$ cat config.mk
export PLATFORM = sky130hd
export DESIGN_NAME = srlz_piso_hs
export DESIGN_NICKNAME = d
export VERILOG_FILES = /design/src/rtl/srlz_pkg.sv /design/src/rtl/srlz_piso_hs.sv
export SDC_FILE = /design/constraint.sdc
export NUM_CORES = 1
export LEC_CHECK = 0
export BUFFER_PORTS_ARGS = -buffer_cell sky130_fd_sc_hd__buf_2
export CORE_AREA = 2 2 46 48
export DETAILED_ROUTE_END_ITERATION = 7
export DIE_AREA = 0 0 48 50
export GPL_ROUTABILITY_DRIVEN = 1
export PLACE_DENSITY_LB_ADDON = 0.05
export REMOVE_ABC_BUFFERS = 1
export SLEW_MARGIN = 20
export SYNTH_ARGS = -nofsm -noshare
export SYNTH_HDL_FRONTEND = slang
export SYNTH_SLANG_ARGS = --single-unit
export TNS_END_PERCENT = 30
$ cat constraint.sdc
create_clock -name clk -period 1.6 [get_ports clk]
set_clock_uncertainty 0.1 [all_clocks]
set_input_delay 0.16 -clock clk [delete_from_list [all_inputs] [get_ports clk]]
set_output_delay 0.16 -clock clk [all_outputs]
set_load 0.005 [all_outputs]
$ cat src/rtl/srlz_pkg.sv
// Shared definitions for the serializer family: FSM states, parity
// encodings and the frame-length rule.
package srlz_pkg;

  typedef enum logic {
    IDLE  = 1'b0,
    SHIFT = 1'b1
  } state_t;

  localparam int unsigned PAR_NONE = 0;
  localparam int unsigned PAR_EVEN = 1;
  localparam int unsigned PAR_ODD  = 2;

  // Data bits plus one trailing parity bit when parity is enabled.
  function automatic int unsigned frame_len(input int unsigned dw, input int unsigned par);
    return dw + ((par != PAR_NONE) ? 1 : 0);
  endfunction

endpackage

$ cat src/rtl/srlz_piso_hs.sv
// Parallel-in serial-out serializer with valid/ready intake, bit-rate
// strobe, optional trailing parity and zero-gap back-to-back frames.
module srlz_piso_hs
  import srlz_pkg::*;
#(
  parameter int unsigned DATA_WIDTH = 8,
  parameter int unsigned LSB_FIRST  = 0,
  parameter int unsigned PARITY     = 0
) (
  input  logic                  clk,
  input  logic                  rst_n,
  input  logic                  bit_en,
  input  logic                  s_valid,
  input  logic [DATA_WIDTH-1:0] s_data,
  output logic                  s_ready,
  output logic                  sdo,
  output logic                  sframe,
  output logic                  slast,
  output logic                  busy
);

  localparam int unsigned FL = frame_len(DATA_WIDTH, PARITY);
  localparam int unsigned CW = $clog2(FL + 1);
  localparam logic [CW-1:0] LAST_IDX = CW'(FL - 1);

  state_t          state_q, state_d;
  logic [FL-1:0]   sreg_q, sreg_d;
  logic [CW-1:0]   cnt_q, cnt_d;
  logic [DATA_WIDTH-1:0] ordered;
  logic [FL-1:0]   load_word;
  logic            last_bit;
  logic            accept;

  // The shift register always emits from its top bit, so LSB-first
  // transmission is handled by reversing the word at load time.
  always_comb begin
    ordered = '0;
    for (int unsigned i = 0; i < DATA_WIDTH; i++) begin
      ordered[i] = (LSB_FIRST != 0) ? s_data[DATA_WIDTH-1-i] : s_data[i];
    end
  end

  if (FL > DATA_WIDTH) begin : g_par
    logic par_bit;
    assign par_bit   = (^s_data) ^ (PARITY == PAR_ODD);
    assign load_word = {ordered, par_bit};
  end else begin : g_nopar
    assign load_word = ordered;
  end

  assign last_bit = (state_q == SHIFT) && (cnt_q == LAST_IDX);
  assign s_ready  = rst_n && ((state_q == IDLE) || (last_bit && bit_en));
  assign accept   = s_valid && s_ready;

  assign busy   = (state_q == SHIFT);
  assign sframe = busy;
  assign slast  = last_bit;
  assign sdo    = busy & sreg_q[FL-1];

  always_comb begin
    state_d = state_q;
    sreg_d  = sreg_q;
    cnt_d   = cnt_q;
    unique case (state_q)
      IDLE: begin
        if (accept) begin
          state_d = SHIFT;
          sreg_d  = load_word;
          cnt_d   = '0;
        end
      end
      SHIFT: begin
        if (bit_en) begin
          if (last_bit) begin
            if (accept) begin
              sreg_d = load_word;
              cnt_d  = '0;
            end else begin
              state_d = IDLE;
              sreg_d  = '0;
              cnt_d   = '0;
            end
          end else begin
            sreg_d = {sreg_q[FL-2:0], 1'b0};
            cnt_d  = cnt_q + CW'(1);
          end
        end
      end
      default: begin
        state_d = IDLE;
        sreg_d  = '0;
        cnt_d   = '0;
      end
    endcase
  end

  always_ff @(posedge clk) begin
    if (!rst_n) begin
      state_q <= IDLE;
      sreg_q  <= '0;
      cnt_q   <= '0;
    end else begin
      state_q <= state_d;
      sreg_q  <= sreg_d;
      cnt_q   <= cnt_d;
    end
  end

endmodule

---- Word level (Yosys, flattened, before mapping) ----
Cells that the tools add are included.
word-level totals
  bits in registers ....................... 13
  bits in latches ......................... 0
  bits in writable memories ............... 0
  ROM bits ................................ 0
  bits of input ports ..................... 12
  memories kept ........................... 0
operators by class
  add/subtract/negate cells ............... 1
  multipliers ............................. 0
  div/mod/pow operators ................... 0
  order comparisons ....................... 0
  equal/unequal tests ..................... 3
  shift operators ......................... 0
  multiplexer cells ....................... 13
  bitwise gates (word level) .............. 2
  reduce and logical (&&, ||, !) cells .... 6
operator list
  operator                                                                count
  8-bit two-way mux                                                       4
  8-bit case mux with 2 select lines                                      1
  4-bit two-way mux                                                       3
  4-bit case mux with 2 select lines                                      1
  4-bit by 1-bit adder with 4-bit output (second input constant)          1
  4-bit by 3-bit equality test with 1-bit output (second input constant)  1
  1-bit logical AND                                                       4
  2-bit != test (second input constant)                                   2
  1-bit two-way mux                                                       3
  1-bit case mux with 2 select lines                                      1
  2-bit AND reduction                                                     1
  1-bit AND                                                               1
  1-bit logical OR                                                        1
  1-bit NOT                                                               1

---- Logic depth before layout (Yosys ltp) ----
  depth in word-level cells ............... 10
  mapped depth ............................ 5
  depth with buffers taken out ............ 4

---- Worst setup path before layout ----
OpenSTA, ideal clock, no wires.
  path kind ............................... reg-to-reg
  start ................................... reg cnt_q[0]
  end ..................................... reg cnt_q[3]
  library setup time ...................... 74 ps
  arrival ................................. 1,457 ps
  data required time ...................... 1,426 ps
  setup slack ............................. -31 ps
  stages on the path, launching flop included .. 6
  buffers on the path ..................... 1
  clock period less this slack ............ 1,631 ps
  cells stage by stage .................... dfxtp_1 ha_1 and3b_1 buf_6 or4_1 a31oi_1
on the way
  longest elaborated chain between the ends .. 8
RTL lines
  what                                                                                            line                 RTL
  start: declaration                                                                              srlz_piso_hs.sv:28   logic [CW-1:0] cnt_q, cnt_d;
  start signal: assignment                                                                        srlz_piso_hs.sv:105  cnt_q <= cnt_d;
  parallel branches: the longest is 8 deep, another holds 4-bit by 1-bit adder with 4-bit output  --
Parallel ways; which one is timed is not known. The select of a mux whose other input is x is not followed.
A chain may end at the register's enable or synchronous reset.

---- Worst setup path in the final report ----
  start ................................... reg cnt_q[0]
  end ..................................... out slast
on the way
  longest elaborated chain between the ends .. 2
RTL lines
  what                                            line                RTL
  4-bit by 3-bit equality test with 1-bit output  srlz_piso_hs.sv:51  assign last_bit = (state_q == SHIFT) && (cnt_q == LAST_IDX);
  1-bit logical AND                               srlz_piso_hs.sv:51
  end: declaration                                srlz_piso_hs.sv:18  output logic slast,
No other way between the ends.

==> out/qor.csv <==
metric,value,unit
grt-ovfl-total,0,
netlist-cell-type-count,30,
synth-main-ff-cell,dfxtp_1,
detailedPlacementHpwl,1.33,mm
synth_async_sr_flop_share,0,%
timing.setup.critical_path_class,flip-flop to output pin,
place.gp.congestion,0.733,
min-delay-path-class,input port to flip-flop,
stdcell_area,947,sq um
crit_path_cell_trace,ha_4 -> and3b_2 -> buf_6 -> and2_4 -> buf_6,
synth_top_area_share,36.3,%
die_h,50,microns
synth_edf_count,0,
worst-slew-pin-transition,280,ps
detailed_place.area,846,sq um
floorplan.rows,16,
maxClockFrequency,0.605,GHz
post_drt_wl_per_cell,13.7,microns
routed-via-count,738,
drt-vias-per-instance,5.39,
crit_path_end_kind,output pin,
post_synth_instance_area,717,sq um
grt_first_pass_wirelength,3.04,mm
grt.total_usage,17.6,%
crit_path_max_fanout,5,
grt_start_max_net_pins,13,
postSynthCellCount,85,
timing.final.ws_setup,-52.2,ps
sequential_element_share_of_the_synthesized_area,36.3,%
synth_top_cells_by_count,"dfxtp_1 (13), nand3_1 (11), o21ai_0 (8), o22ai_1 (8), clkbuf_1 (5)",
powerDensity,750,nW/um^2
cts_tree,done,
drv.max_cap_violation_count,0,
area_growth_syn_to_layout,32.1,%
timing.final.crit_share,103,%
wirelength,1.88,mm
fp.dieArea,2400,sq um
grt_antenna_before_repair,0,
insertedDiodeCount,0,
final_layout_size_suffix_gt1_share,37.3,%
ios,17,
cts_max_level,1,
layout.core_utilization,49.8,%
cts.root.buffer_cell,clkbuf_4,
clk_transition_reported_paths,80,ps
total_setup_violations_reported_at_the_end_of_the_flow,2,
cp.required,1340,ps
critical-path-max-stage-delay,340,ps
nets_final,124,
netlist.top_cell.by_area,dfxtp_1,
synth.yosys.warnings,0,
clock_sink_count,13,
violations,negative setup slack,
rsz0062_at_grt,yes,
detail_route.drc_violations,0,
final_max_slew_viol_count,0,
nFillCells,202,
drt_pre_antenna_iters,5,
period_needed,1650,ps
leakage,0.395,nW
ir_worst_vdd,0.374,mV
placement.io_buffers,16,
drtAntennaViolNets,0,
crit_arrival,1390,ps
dr.first_iter.drc_count,22,
post-place-ws,7.06,ps
placeableCoreArea,1900,sq um
clock_path_buffers,2,
crit_path_start_kind,flip-flop,
yosys.cell_count.top_type,dfxtp_1,
via_count_of_the_first_global_routing_pass,674,
clkLatencyLatePin,270,ps
cts_buf_count,3,
synth.avg_cell_area,8.43,sq um
max_slew_margin,81.3,%
finalHoldViolations,0,
outcome,"complete, but fails checks",
critical-path-top-cell-by-count,buf_6,
synth-seq-cells,13,
hold_buffers,0,
starting_density,37.7,%
netlist_top_cells_area,"dfxtp_1 (36%), nand3_1 (7.7%), o22ai_1 (7.0%)",
die-width,48,microns
crit_path_top_delay_cell,dfxtp_2,
## layout by cell type, fill, tap and decap left out, drive strengths merged
master / synthesis / layout
and3: 1 / 1
or2: 1 / 1
or4: 1 / 1
nand3: 11 / 11
a21oi: 2 / 2
dfxtp: 13 / 13
clkbuf: 5 / 4
buf: 2 / 28
a21boi: 2 / 2
mux2: 1 / 1
a2bb2oi: 4 / 4
nor2: 1 / 1
or3: 1 / 1
nand3b: 2 / 2
and2: 3 / 3
a31oi: 1 / 1
o21a: 1 / 1
o21ai: 8 / 8
a32o: 1 / 1
ha: 1 / 1
o22ai: 8 / 8
o31ai: 3 / 3
and3b: 2 / 2
nand2b: 1 / 1
nand2: 2 / 2
inv: 3 / 3
a32oi: 4 / 4
## sequential cells by signal (all words and copies together) (netlist names)
register  flops
cnt_q         4
sreg_q        8
busy          1
## cells by family (layout without fill, tap and decap cells)
group	count (synthesis)	in the layout	share of synthesized area, %
compound gates	34	34	32.3
simple gates	26	26	21.3
mux	1	1	1.57
buf+inv	10	35	6.81
flops	13	13	36.3
fa+ha+maj	1	1	1.74
## final cells by class
type / count / area (sq um) / share of cell area, %
Sequential cell: 13 / 263 / 27.7
Multi-Input combinational cell: 62 / 433 / 45.7
Inverter: 3 / 11.3 / 1.19
Clock buffer: 4 / 26.3 / 2.77
Tap cell: 27 / 33.8 / 3.57
Timing Repair Buffer: 28 / 180 / 19.0
## path summary, 6_finish.rpt
| path | from | endpoint | slack [ps] | depth (start not counted) |
|---|---|---|---|---|
| max | cnt_q[0] | slast | -50 | 5 |
| min | s_data[6] | sreg_q[6] | 50 | 3 |
| max reg2reg | cnt_q[0] | cnt_q[3] | 40 | 4 |
| min reg2reg | cnt_q[2] | cnt_q[2] | 430 | 2 |
## per-layer routing
layer | vias to the layer above | routed length, microns | GRT usage (%)
li1 | 378 | - | -
met1 | 342 | 868 | 25.1
met2 | 14 | 925 | 26.2
met3 | 4 | 57 | 2.20
met4 | 0 | 30 | 6.76
met5 | - | 0 | 0
## critical path: cells and delay by family (launching register included)
kind                     cells  cell delay [ps]
flip-flops                   1              340
buffers and inverters        2              230
adder cells (fa/ha/maj)      1              150
AND/OR/NAND/NOR              2              390
## power breakdown
group	leakage (nW)	total, W	switching, W	internal (W)
Sequential	0.108	0.000366	0.0000177	0.000349
Combinational	0.272	0.000135	0.0000691	0.0000658
Clock	0.0150	0.000209	0.000112	0.0000965
Total	0.395	0.000710	0.000199	0.000511
## through the flow
stage	TNS (ps)	power [W]	hold WS (ps)	instances
CTS	-140	0.000718	39.3	136
finish	-57.5	0.000710	47.4	137
detailed placement	0	0.000504	339	128
global placement	0	0.000503	334	128
global route	-345	0.000757	46.8	137
floorplan	-159	0.000445	178	78
## repair_timing
action	in CTS	in global routing
endpoints found under the setup margin	3	10
pin swaps	2	2
cloned	0	0
buffers inserted	4	1
resized for setup	8	3
Note: power is estimated with default switching activity, not from simulation.
